<file path="src/rtl/stepdir_dispatch.sv">
// stepdir_dispatch
//   Command sequencer between the host command decoder and NUM_CHANNELS
//   stepdir channels. Accepts one command at a time over a valid/ready
//   handshake and is the only writer of the per-channel move queues.
//
// Ports
//   clk, reset_n        system clock, asynchronous active-low reset
//   cmd_valid/ready     command handshake (ready only while idle)
//   cmd_op              0=MOVE, 1=SET_CLOCK, 2=RESET_QUEUE, 3=DRAIN
//   cmd_channel         target channel for MOVE/RESET_QUEUE/DRAIN
//   cmd_data            move word, or channel mask in the low bits (SET_CLOCK)
//   cmd_clock           clock value for SET_CLOCK
//   ch_wr_data/wr_en    shared queue write data, one-hot write strobe
//   ch_full/ch_empty    per-channel queue status
//   ch_reset            per-channel queue reset pulse
//   do_reset_clock      per-channel clock-reset strobe, value on reset_clock
//   bad_channel         sticky flag: a command named a nonexistent channel
//   moves_written       wrapping count of move words written
//   busy                sequencer is not idle
module stepdir_dispatch #(
   parameter int NUM_CHANNELS = 6,
   parameter int CHANNEL_BITS = 3,
   parameter int MOVE_WIDTH   = 100,
   parameter int RESET_SETTLE = 2
) (
   input  logic                    clk,
   input  logic                    reset_n,
   input  logic                    cmd_valid,
   output logic                    cmd_ready,
   input  logic [1:0]              cmd_op,
   input  logic [CHANNEL_BITS-1:0] cmd_channel,
   input  logic [MOVE_WIDTH-1:0]   cmd_data,
   input  logic [31:0]             cmd_clock,
   output logic [MOVE_WIDTH-1:0]   ch_wr_data,
   output logic [NUM_CHANNELS-1:0] ch_wr_en,
   input  logic [NUM_CHANNELS-1:0] ch_full,
   input  logic [NUM_CHANNELS-1:0] ch_empty,
   output logic [NUM_CHANNELS-1:0] ch_reset,
   output logic [NUM_CHANNELS-1:0] do_reset_clock,
   output logic [31:0]             reset_clock,
   output logic                    bad_channel,
   output logic [31:0]             moves_written,
   output logic                    busy
);

   localparam logic [1:0] OP_MOVE        = 2'd0;
   localparam logic [1:0] OP_SET_CLOCK   = 2'd1;
   localparam logic [1:0] OP_RESET_QUEUE = 2'd2;
   localparam logic [1:0] OP_DRAIN       = 2'd3;

   localparam int SETTLE_BITS = (RESET_SETTLE < 2) ? 1 : $clog2(RESET_SETTLE + 1);

   typedef enum logic [2:0] {
      ST_IDLE,
      ST_WAIT_FULL,
      ST_WRITE_GAP,
      ST_RESET_WAIT,
      ST_DRAIN
   } state_t;

   state_t                  state_reg;
   logic [MOVE_WIDTH-1:0]   word_reg;
   logic [NUM_CHANNELS-1:0] sel_reg;
   logic [SETTLE_BITS-1:0]  settle_reg;

   // Channel index decoded to one-hot. An index past the last channel
   // decodes to all zeros, which doubles as the bad-channel test and keeps
   // every status lookup a simple AND-reduce with no out-of-range select.
   logic [NUM_CHANNELS-1:0] cmd_onehot;

   for (genvar gi = 0; gi < NUM_CHANNELS; gi++) begin : g_decode
      assign cmd_onehot[gi] = (cmd_channel == CHANNEL_BITS'(gi));
   end

   logic cmd_hit;
   logic cmd_flagged;
   logic cmd_full;
   logic sel_full;
   logic sel_empty;

   assign cmd_hit     = |cmd_onehot;
   assign cmd_flagged = (cmd_op != OP_SET_CLOCK) && !cmd_hit;
   assign cmd_full    = |(cmd_onehot & ch_full);
   assign sel_full    = |(sel_reg & ch_full);
   assign sel_empty   = |(sel_reg & ch_empty);

   assign cmd_ready = (state_reg == ST_IDLE) && reset_n;
   assign busy      = (state_reg != ST_IDLE);

   always_ff @(posedge clk or negedge reset_n) begin
      if (!reset_n) begin
         state_reg      <= ST_IDLE;
         word_reg       <= '0;
         sel_reg        <= '0;
         settle_reg     <= '0;
         ch_wr_data     <= '0;
         ch_wr_en       <= '0;
         ch_reset       <= '0;
         do_reset_clock <= '0;
         reset_clock    <= '0;
         bad_channel    <= 1'b0;
         moves_written  <= '0;
      end else begin
         // Strobes are single-cycle; only one state arm raises any of them.
         ch_wr_en       <= '0;
         ch_reset       <= '0;
         do_reset_clock <= '0;

         case (state_reg)
            ST_IDLE: begin
               if (cmd_valid) begin
                  if (cmd_flagged) begin
                     bad_channel <= 1'b1;
                  end else begin
                     case (cmd_op)
                        OP_MOVE: begin
                           word_reg <= cmd_data;
                           sel_reg  <= cmd_onehot;
                           if (cmd_full) begin
                              state_reg <= ST_WAIT_FULL;
                           end else begin
                              ch_wr_en      <= cmd_onehot;
                              ch_wr_data    <= cmd_data;
                              moves_written <= moves_written + 32'd1;
                              state_reg     <= ST_WRITE_GAP;
                           end
                        end
                        OP_SET_CLOCK: begin
                           do_reset_clock <= cmd_data[NUM_CHANNELS-1:0];
                           reset_clock    <= cmd_clock;
                        end
                        OP_RESET_QUEUE: begin
                           ch_reset   <= cmd_onehot;
                           settle_reg <= SETTLE_BITS'(RESET_SETTLE);
                           state_reg  <= ST_RESET_WAIT;
                        end
                        OP_DRAIN: begin
                           sel_reg   <= cmd_onehot;
                           state_reg <= ST_DRAIN;
                        end
                        default: ;
                     endcase
                  end
               end
            end

            ST_WAIT_FULL: begin
               if (!sel_full) begin
                  ch_wr_en      <= sel_reg;
                  ch_wr_data    <= word_reg;
                  moves_written <= moves_written + 32'd1;
                  state_reg     <= ST_WRITE_GAP;
               end
            end

            // One dead cycle so the queue's full flag catches up with the write.
            ST_WRITE_GAP: state_reg <= ST_IDLE;

            // The pulse cycle plus RESET_SETTLE further cycles are spent here.
            ST_RESET_WAIT: begin
               if (settle_reg == '0) begin
                  state_reg <= ST_IDLE;
               end else begin
                  settle_reg <= settle_reg - 1'b1;
               end
            end

            ST_DRAIN: begin
               if (sel_empty) begin
                  state_reg <= ST_IDLE;
               end
            end

            default: state_reg <= ST_IDLE;
         endcase
      end
   end

endmodule

</file>
<file path="config.mk">
export PLATFORM = sky130hd
export DESIGN_NAME = stepdir_dispatch
export DESIGN_NICKNAME = d
export VERILOG_FILES = /design/src/rtl/stepdir_dispatch.sv
export SDC_FILE = /design/constraint.sdc
export NUM_CORES = 1
export LEC_CHECK = 0
export CORE_MARGIN = 1
export CORE_UTILIZATION = 43
export DETAILED_ROUTE_END_ITERATION = 6
export GPL_ROUTABILITY_DRIVEN = 0
export PLACE_DENSITY = 0.7
export SLEW_MARGIN = 20
export SYNTH_ARGS = -nofsm -noshare
export SYNTH_HDL_FRONTEND = slang
export SYNTH_SLANG_ARGS = --single-unit
</file>
<file path="constraint.sdc">
create_clock -name clk -period 3.95 [get_ports clk]
set_input_delay 0.79 -clock clk [delete_from_list [all_inputs] [get_ports clk]]
set_output_delay 0.79 -clock clk [all_outputs]
set_load 0.1 [all_outputs]
</file>
==> run_results.csv, run 1 <==
group,metric,value,unit
status,status,"finished, final reports clean",
layout,nFillCells,2343,
timing,setup_tns,0,ps
clocking,h-tree-depth,2,
die,io_pins,337,
timing,worst_slew_pin_slew,1070,ps
worst_setup_path,crit_buf_inv,1,
run,maxCapViolCount,0,
clocking,insertion_delay,500,ps
yosys,syn_area,12800,um^2
worst_setup_path,cp_max_fo,6,
layout,syn_to_final_growth,38.1,%
clocking,clk_pin_slew,60,ps
route,ant_nets,0,
timing,hold_viol,0,
timing,grt_setup_unrepaired,"false",
route,drt_iter0_drc,709,
timing,relSlewSlack,28.2,%
global_routing,grt_antenna_before_repair,1,
route,firstDrtPassIters,4,
clocking,cts_resized,0,
layout,regArea,7360,um^2
route,viasPerCell,5.35,
yosys,ys_warn_count,0,
yosys,yosysMostFrequentCell,"dfrtp_1",
clocking,cts_num_sinks,294,
die,rows,62,
worst_setup_path,end_kind,"output port",
route,dr_wl_met3,2460,um
worst_setup_path,critical_path.top_delay_family,"buffers and inverters",
worst_setup_path,slowest_stage,"clkdlybuf4s50_1",
yosys,synthFlopType,"dfrtp_1",
yosys,yosys_register_bits,294,
clocking,holdBufCountCts,0,
clocking,postCtsSetupRepairBufs,0,
global_routing,grt_start_max_net_pins,127,
route,wl_met2,15400,um
yosys,ys_top_cells_by_area,"dfrtp_1 58%, mux2_2 12%, mux2i_1 7.8%",
placed_design,port_buffers,336,
global_routing,grt_pass1_vias,9509,
yosys,synth_common_cells,"294 x dfrtp_1, 190 x o21ai_0, 132 x mux2_2",
worst_setup_path,crit_chain,"clkdlybuf4s50_1",
clocking,clk_path_buf_depth,3,
layout,nets,1492,
yosys,syn_nets,1179,
timing,max_freq,340,MHz
yosys,synthCells,1020,
worst_setup_path,crit_arrival,2150,ps
yosys,yosysTopAreaCell,"dfrtp_1",
timing,setup_viol,0,
yosys,synth_top_area_share,57.6,%
clocking,cts_tree,"built",
yosys,ys_types,50,
worst_setup_path,path_class,"flip-flop to output port",
timing,fin_crit_sh,74.4,%
route,met1_length,14100,um
route,highest_layer,"met4",
worst_setup_path,crit_required,3160,ps
die,die_area,30400,um^2
timing,fin_crit,2940,ps
yosys,ys_seq_area_share,57.6,%
route,wl_per_cell,19.0,um
global_routing,grt_use_total,21.8,%
placed_design,post-dp-hpwl,21300,um
yosys,syn_avg_cell_area,12.5,um^2
yosys,async_reset_ff_share,100,%
die,initial_core_util,44.1,%
worst_setup_path,slowest_delay,1180,ps
timing,skew,14.4,ps
route,dr_total_vias,9324,
route,route.detailed.drc,0,
timing,finalMaxSlewViolations,0,
die,die-height,174,um
global_routing,overflow,0,
layout,multi_input_area,5020,um^2
global_routing,grt_pass1_wl,52700,um
die,core,28900,um^2
yosys,synth_edf_count,0,
layout,layout-drive-gt1-share,17.0,%
clocking,cts_buffers,34,
route,routed_wl,33000,um
worst_setup_path,cp-start-kind,"flip-flop",
min_path,hp-class,"input pin to asynchronous set/reset pin",
die,fp.dieW,174,um
clocking,cts_root_buf,"clkbuf_16",
timing,whs,130,ps
-- through the flow --
stage	instances	utilization, %	cell area, um^2	setup WS [ps]
2_1_floorplan	1020	-	12800	1440
4_1_cts	1741	60.9	17600	989
5_1_grt	1743	61.0	17600	915
3_3_place_gp	1680	56.8	16400	656
6_report	1743	61.0	17600	1010
3_5_place_dp	1680	56.8	16400	573
-- per-layer routing --
metal | global-route usage, % | vias to the layer above
met5 | 0 | -
met2 | 34.0 | 279
li1 | - | 4306
met3 | 6.19 | 66
met4 | 8.48 | 0
met1 | 28.7 | 4673
-- placed cells by master (no fill, tap or decap), types with 2 or more instances in the layout --
master and n:
nand3b_1 3, and3_1 4, a22oi_1 7, clkbuf_1 8
nor4_2 14, clkinvlp_4 2, o21ai_0 190, ha_1 7
a21oi_1 4, and3b_1 2, nor3_1 17, clkdlybuf4s50_1 333
nor4b_2 3, nor3b_1 3, mux2_1 4, bufinv_16 3
buf_4 11, and4_1 5, a32oi_1 2, xor2_1 30
nand2_1 25, clkbuf_16 37, nand3_1 14, nor4_1 2
mux2_2 132, nor2_1 17, and2_1 7, mux2i_1 100
or3_1 2, o21ai_1 18, clkbuf_8 8, nand4_1 8
or2_2 2, buf_12 7, inv_1 7, dfrtp_1 294
clkinv_2 3
-- logic make-up (layout without fill, tap and decap cells) --
| group | count (synthesis) | in the layout | share of synthesized area [%] |
|---|---|---|---|
| DFF | 294 | 294 | 57.6 |
| muxes | 237 | 237 | 19.9 |
| AOI/OAI and AO/OA | 232 | 232 | 9.61 |
| and+or+nand+nor | 137 | 137 | 6.84 |
| buffers and inverters | 82 | 420 | 3.21 |
| xor gates and xnor gates | 31 | 31 | 2.13 |
| adders and majority gates | 7 | 7 | 0.686 |
| other | 0 | 1 | 0 |
-- final cells by class --
type	instances	area share, %
timing repair buffer	352	20.2
multi-input combinational	644	28.5
antenna	1	0.0142
sequential	294	41.7
clock inverter	8	0.681
inverter	7	0.149
clock buffer	53	6.04
tap	384	2.72
-- path summary, 6_finish.rpt --
path,to,from,depth (start not counted),slack [ps]
max reg2reg,ch_wr_data[48],sel_reg[1],6,1490
min reg2reg,moves_written[31],moves_written[31],1,470
min in group clk,moves_written[31],moves_written[31],1,470
max in group asynchronous,ch_wr_data[28],reset_n,2,2620
max,moves_written[7],moves_written[7],1,1010
min,reset_clock[12],reset_n,1,130
Power of run 1 is left out: the tool's default activity adds up to more than one toggle a clock period on the data nets, which glitch-free logic cannot reach.
==> inputs of run 2 (changes only) <==
PLACE_DENSITY = 0.73   (was 0.7)
clock period = 2.4 ns   (was 3.95 ns; I/O delays follow)
==> run 2 against run 1 <==
Against the previous run: via count rose by 0.85%; non-clock buffer count rose by 50; core utilization fell by 0.29 points; clock skew rose by 8.2 ps; setup slack got worse by 850 ps; design area fell by 0.48%; wire length fell by 0.36%; largest cell class unchanged; highest routed layer unchanged.
==> run_results.csv, run 2 (synthesized netlist as in run 1, its figures left out) <==
group,metric,value,unit
status,status,"finished, final reports clean",
worst_setup_path,rrSetupSlack,160,ps
layout,layout_common_cells,"287 x dfrtp_1, 233 x buf_4, 190 x o21ai_0",
timing,fin_crit_sh,93.4,%
worst_setup_path,path_class,"flip-flop to flip-flop",
die,rows,62,
global_routing,grt_use_total,21.6,%
run,maxCapViolCount,0,
placed_design,dp.cells,1731,
global_routing,overflow,0,
worst_setup_path,slowest_stage,"nor4_1",
clocking,clk_pin_slew,60,ps
timing,hold_viol,0,
timing,whs,94.1,ps
timing,relSlewSlack,35.6,%
route,ant_nets,0,
die,die_area,30400,um^2
min_path,hp-class,"input pin to asynchronous set/reset pin",
worst_setup_path,slowest_delay,530,ps
clocking,cts_buffers,34,
clocking,postCtsSetupRepairBufs,0,
clocking,cts_root_buf,"clkbuf_16",
layout,final_core_util,60.7,%
layout,nets,1542,
worst_setup_path,cp-start-kind,"flip-flop",
route,firstDrtPassIters,5,
global_routing,grt_pass1_vias,9502,
clocking,h-tree-depth,2,
global_routing,grt_antenna_before_repair,1,
die,die-height,174,um
worst_setup_path,timing.rr.start,"moves_written[0]",
worst_setup_path,r2r-end,"moves_written[24]",
layout,syn_to_final_growth,37.5,%
layout,n_antenna_cell,0,
die,core,28900,um^2
global_routing,grt_pass1_wl,52700,um
worst_setup_path,crit_required,2820,ps
route,wl_per_cell,18.4,um
layout,finalNonFillerCells,1786,
layout,final_common_cell,"dfrtp_1",
worst_setup_path,cp_max_fo,5,
worst_setup_path,critical_path.top_delay_family,"simple AND/OR/NAND/NOR gates",
placed_design,port_buffers,336,
worst_setup_path,end_kind,"flip-flop",
worst_setup_path,crit_buf_inv,1,
timing,grt_setup_unrepaired,"false",
timing,skew,22.6,ps
die,io_pins,337,
timing,setup_viol,0,
clocking,clk_path_buf_depth,3,
clocking,insertion_delay,500,ps
timing,finalMaxSlewViolations,0,
route,dr_total_vias,9403,
timing,max_freq,446,MHz
timing,fin_crit,2240,ps
route,route.detailed.drc,0,
placed_design,post-dp-hpwl,22200,um
clocking,cts_num_sinks,294,
global_routing,grt_start_max_net_pins,166,
worst_setup_path,rr_worst_depth,6,
worst_setup_path,crit_arrival,2660,ps
route,drt_iter0_drc,584,
die,initial_core_util,44.1,%
clocking,cts_tree,"built",
timing,worst_slew_pin_slew,967,ps
worst_setup_path,crit_chain,"ha_1, inv_1, nor4_1, nand3_1, nor4b_2, xor2_1",
die,fp.dieW,174,um
route,viasPerCell,5.26,
layout,nFillCells,2316,
layout,layout-drive-gt1-share,33.2,%
route,routed_wl,32900,um
==> run 2: changes by cell type in the layout (fill, tap and decap cells not counted), moves of 4 or more <==
cell             previous run  this run
clkbuf_8                    8         4
buf_4                      11       233
buf_12                      7        18
dfrtp_1                   294       287
dfrtp_2                     0         7
clkdlybuf4s50_1           333       150
==> run 2: worst max-delay path by stage <==
stage | start | to | slack, ps | cells past startpoint
floorplan | state_reg[0] | sel_reg[0] | 0.2 | 7
global placement | cmd_op[1] | moves_written[26] | -280 | 9
detailed placement | cmd_op[1] | ch_wr_data[8] | -380 | 9
CTS | cmd_op[1] | moves_written[24] | 120 | 9
global route | moves_written[0] | moves_written[24] | 80 | 6
finish | moves_written[0] | moves_written[24] | 160 | 6
==> run 2: area by class of cell <==
class / instances / area, um^2 / share of cell area, %
sequential: 294 / 7370 / 41.9
multi-input combinational: 644 / 5030 / 28.7
timing repair buffer: 402 / 3630 / 20.6
clock buffer: 49 / 968 / 5.51
tap: 384 / 480 / 2.74
clock inverter: 6 / 58.8 / 0.335
inverter: 7 / 30.0 / 0.171
==> run 2: worst reg2reg max path: stages (launching register included) <==
cell and delay, ps:
dfrtp_2 430, ha_1 180, inv_1 80, nor4_1 530, nand3_1 360, nor4b_2 370
xor2_1 210
==> run 2: repair_timing <==
item	in CTS	in global routing
hold buffers	0	0
resized for setup	0	1
setup endpoints to repair	0	7
==> run 2: stage by stage <==
stage                     setup TNS, ps  cell area [um^2]  worst slack (ps)
final                                 0             17600               159
after global routing                  0             17600              82.5
after CTS                             0             17600               123
after detailed placement         -49370             16500              -382
after global placement           -38300             16500              -282
after floorplan                       0             12800             0.216
==> run 2: metal layers <==
metal,share of wire (%),vias to the layer above,global-route usage (%)
li1,-,4382,-
met1,42,4697,28.4
met2,48,276,34.8
met3,7.3,48,6.06
met4,2.3,0,6.29
met5,0,-,0
Power of run 2 is left out for the same reason.
==> inputs of run 3 (changes only) <==
CORE_UTILIZATION = 30   (was 43)
PLACE_DENSITY = 0.54   (was 0.73)
==> run 3 against run 2 <==
Against the previous run: critical path depth is 2 lower; critical path type is now flip-flop to output port; core utilization is 18 points lower; wire length is 10% higher; final cell count is 10% higher; clock skew is 9.0 ps lower.
==> run_results.csv, run 3 (synthesized netlist as in run 1, its figures left out) <==
group,metric,value,unit
die,die-height,208,um
placed_design,dp.cells,1896,
die,fp.dieW,208,um
worst_setup_path,r2r-end,"ch_wr_data[79]",
route,viasPerCell,4.81,
layout,regArea,7370,um^2
timing,grt_setup_unrepaired,"false",
layout,layout-drive-gt1-share,34.3,%
placed_design,port_buffers,336,
timing,whs,473,ps
worst_setup_path,cp-start-kind,"flip-flop",
layout,syn_to_final_growth,41.8,%
global_routing,grt_start_max_net_pins,78,
timing,finalMaxSlewViolations,0,
route,ant_nets,0,
layout,layout_common_cells,"287 x dfrtp_1, 236 x buf_4, 190 x o21ai_0",
layout,final_common_cell,"dfrtp_1",
clocking,insertion_delay,540,ps
layout,nFillCells,3935,
timing,setup_viol,0,
min_path,whs_endpoint,"bad_channel",
global_routing,grt_pass1_vias,9706,
route,route.detailed.drc,0,
min_path,hold_depth,1,
worst_setup_path,slowest_stage,"dfrtp_1",
route,firstDrtPassIters,4,
clocking,cts_tree,"built",
worst_setup_path,end_kind,"output port",
layout,nets,1556,
clocking,cts_num_sinks,294,
die,rows,75,
clocking,cts_buffers,37,
worst_setup_path,cp_max_fo,11,
status,status,"finished, final reports clean",
clocking,clk_pin_slew,60,ps
min_path,min_from,"bad_channel",
die,initial_core_util,30.5,%
worst_setup_path,rr_worst_depth,6,
worst_setup_path,crit_required,1920,ps
clocking,cts_root_buf,"clkbuf_16",
worst_setup_path,slowest_delay,450,ps
route,dr_total_vias,9440,
die,die_area,43400,um^2
route,wl_per_cell,18.5,um
timing,fin_crit,2280,ps
die,core,41900,um^2
min_path,hp-class,"flip-flop to flip-flop",
worst_setup_path,timing.rr.start,"sel_reg[1]",
timing,relSlewSlack,65.4,%
timing,fin_crit_sh,95.1,%
clocking,clk_path_buf_depth,3,
worst_setup_path,crit_chain,"nor3_4, buf_4, and2_1, buf_12",
timing,max_freq,438,MHz
layout,finalNonFillerCells,1964,
global_routing,grt_pass1_wl,57000,um
global_routing,grt_antenna_before_repair,2,
timing,skew,13.6,ps
layout,multi_input_area,5040,um^2
worst_setup_path,crit_arrival,1800,ps
placed_design,post-dp-hpwl,25400,um
worst_setup_path,rrSetupSlack,300,ps
route,drt_iter0_drc,388,
timing,hold_viol,0,
clocking,h-tree-depth,2,
global_routing,grt_use_total,16.7,%
timing,worst_slew_pin_slew,520,ps
run,maxCapViolCount,0,
die,io_pins,337,
route,routed_wl,36300,um
worst_setup_path,path_class,"flip-flop to output port",
global_routing,overflow,0,
clocking,postCtsSetupRepairBufs,0,
[run 3: final cells by class]
| class | count | share of cell area, % |
|---|---|---|
| Tap cell | 539 | 3.72 |
| Sequential cell | 294 | 40.7 |
| Timing Repair Buffer | 413 | 21.0 |
| Clock buffer | 56 | 6.17 |
| Inverter | 7 | 0.166 |
| Multi-Input combinational cell | 644 | 27.8 |
| Antenna cell | 1 | 0.0138 |
| Clock inverter | 10 | 0.470 |
[run 3: stage by stage]
step | utilization [%] | TNS [ps] | setup slack, ps | instance area, um^2
floorplan | - | 0 | 0.216 | 12800
global placement | 40.3 | -33700 | -240 | 16900
detailed placement | 40.3 | -39120 | -320 | 16900
CTS | 43.2 | 0 | 44.8 | 18100
global route | 43.2 | 0 | 10.3 | 18100
finish | 43.2 | 0 | 117 | 18100
[run 3: worst max-delay path: cells and delay by family (launching register included)]
kind,cells,cell delay [ps]
flip-flops,1,450
AND/OR/NAND/NOR,2,430
buffers and inverters,2,390
[run 3: routing by layer]
layer,vias up,routed length [um],global-route usage [%]
met5,-,0,0
met4,0,812,5.57
met3,55,2390,4.66
met2,244,17000,26.4
met1,4706,16100,22.0
li1,4435,-,-
[run 3: worst max-delay path by stage]
stage / from / end / slack, ps / depth (start not counted)
detailed placement: cmd_channel[0] / ch_wr_data[31] / -320 / 8
global route: state_reg[2] / cmd_ready / 10 / 4
floorplan: state_reg[0] / sel_reg[0] / 0.2 / 7
finish: state_reg[2] / cmd_ready / 120 / 4
global placement: cmd_channel[0] / ch_wr_data[23] / -240 / 8
CTS: state_reg[2] / cmd_ready / 40 / 4
[run 3: timing repair]
action,4_1_cts,5_1_grt
gates resized for setup,0,1
endpoints found under the setup margin,0,1
hold endpoints to repair,5,0
hold buffers,1,0
Power of run 3 is left out for the same reason.
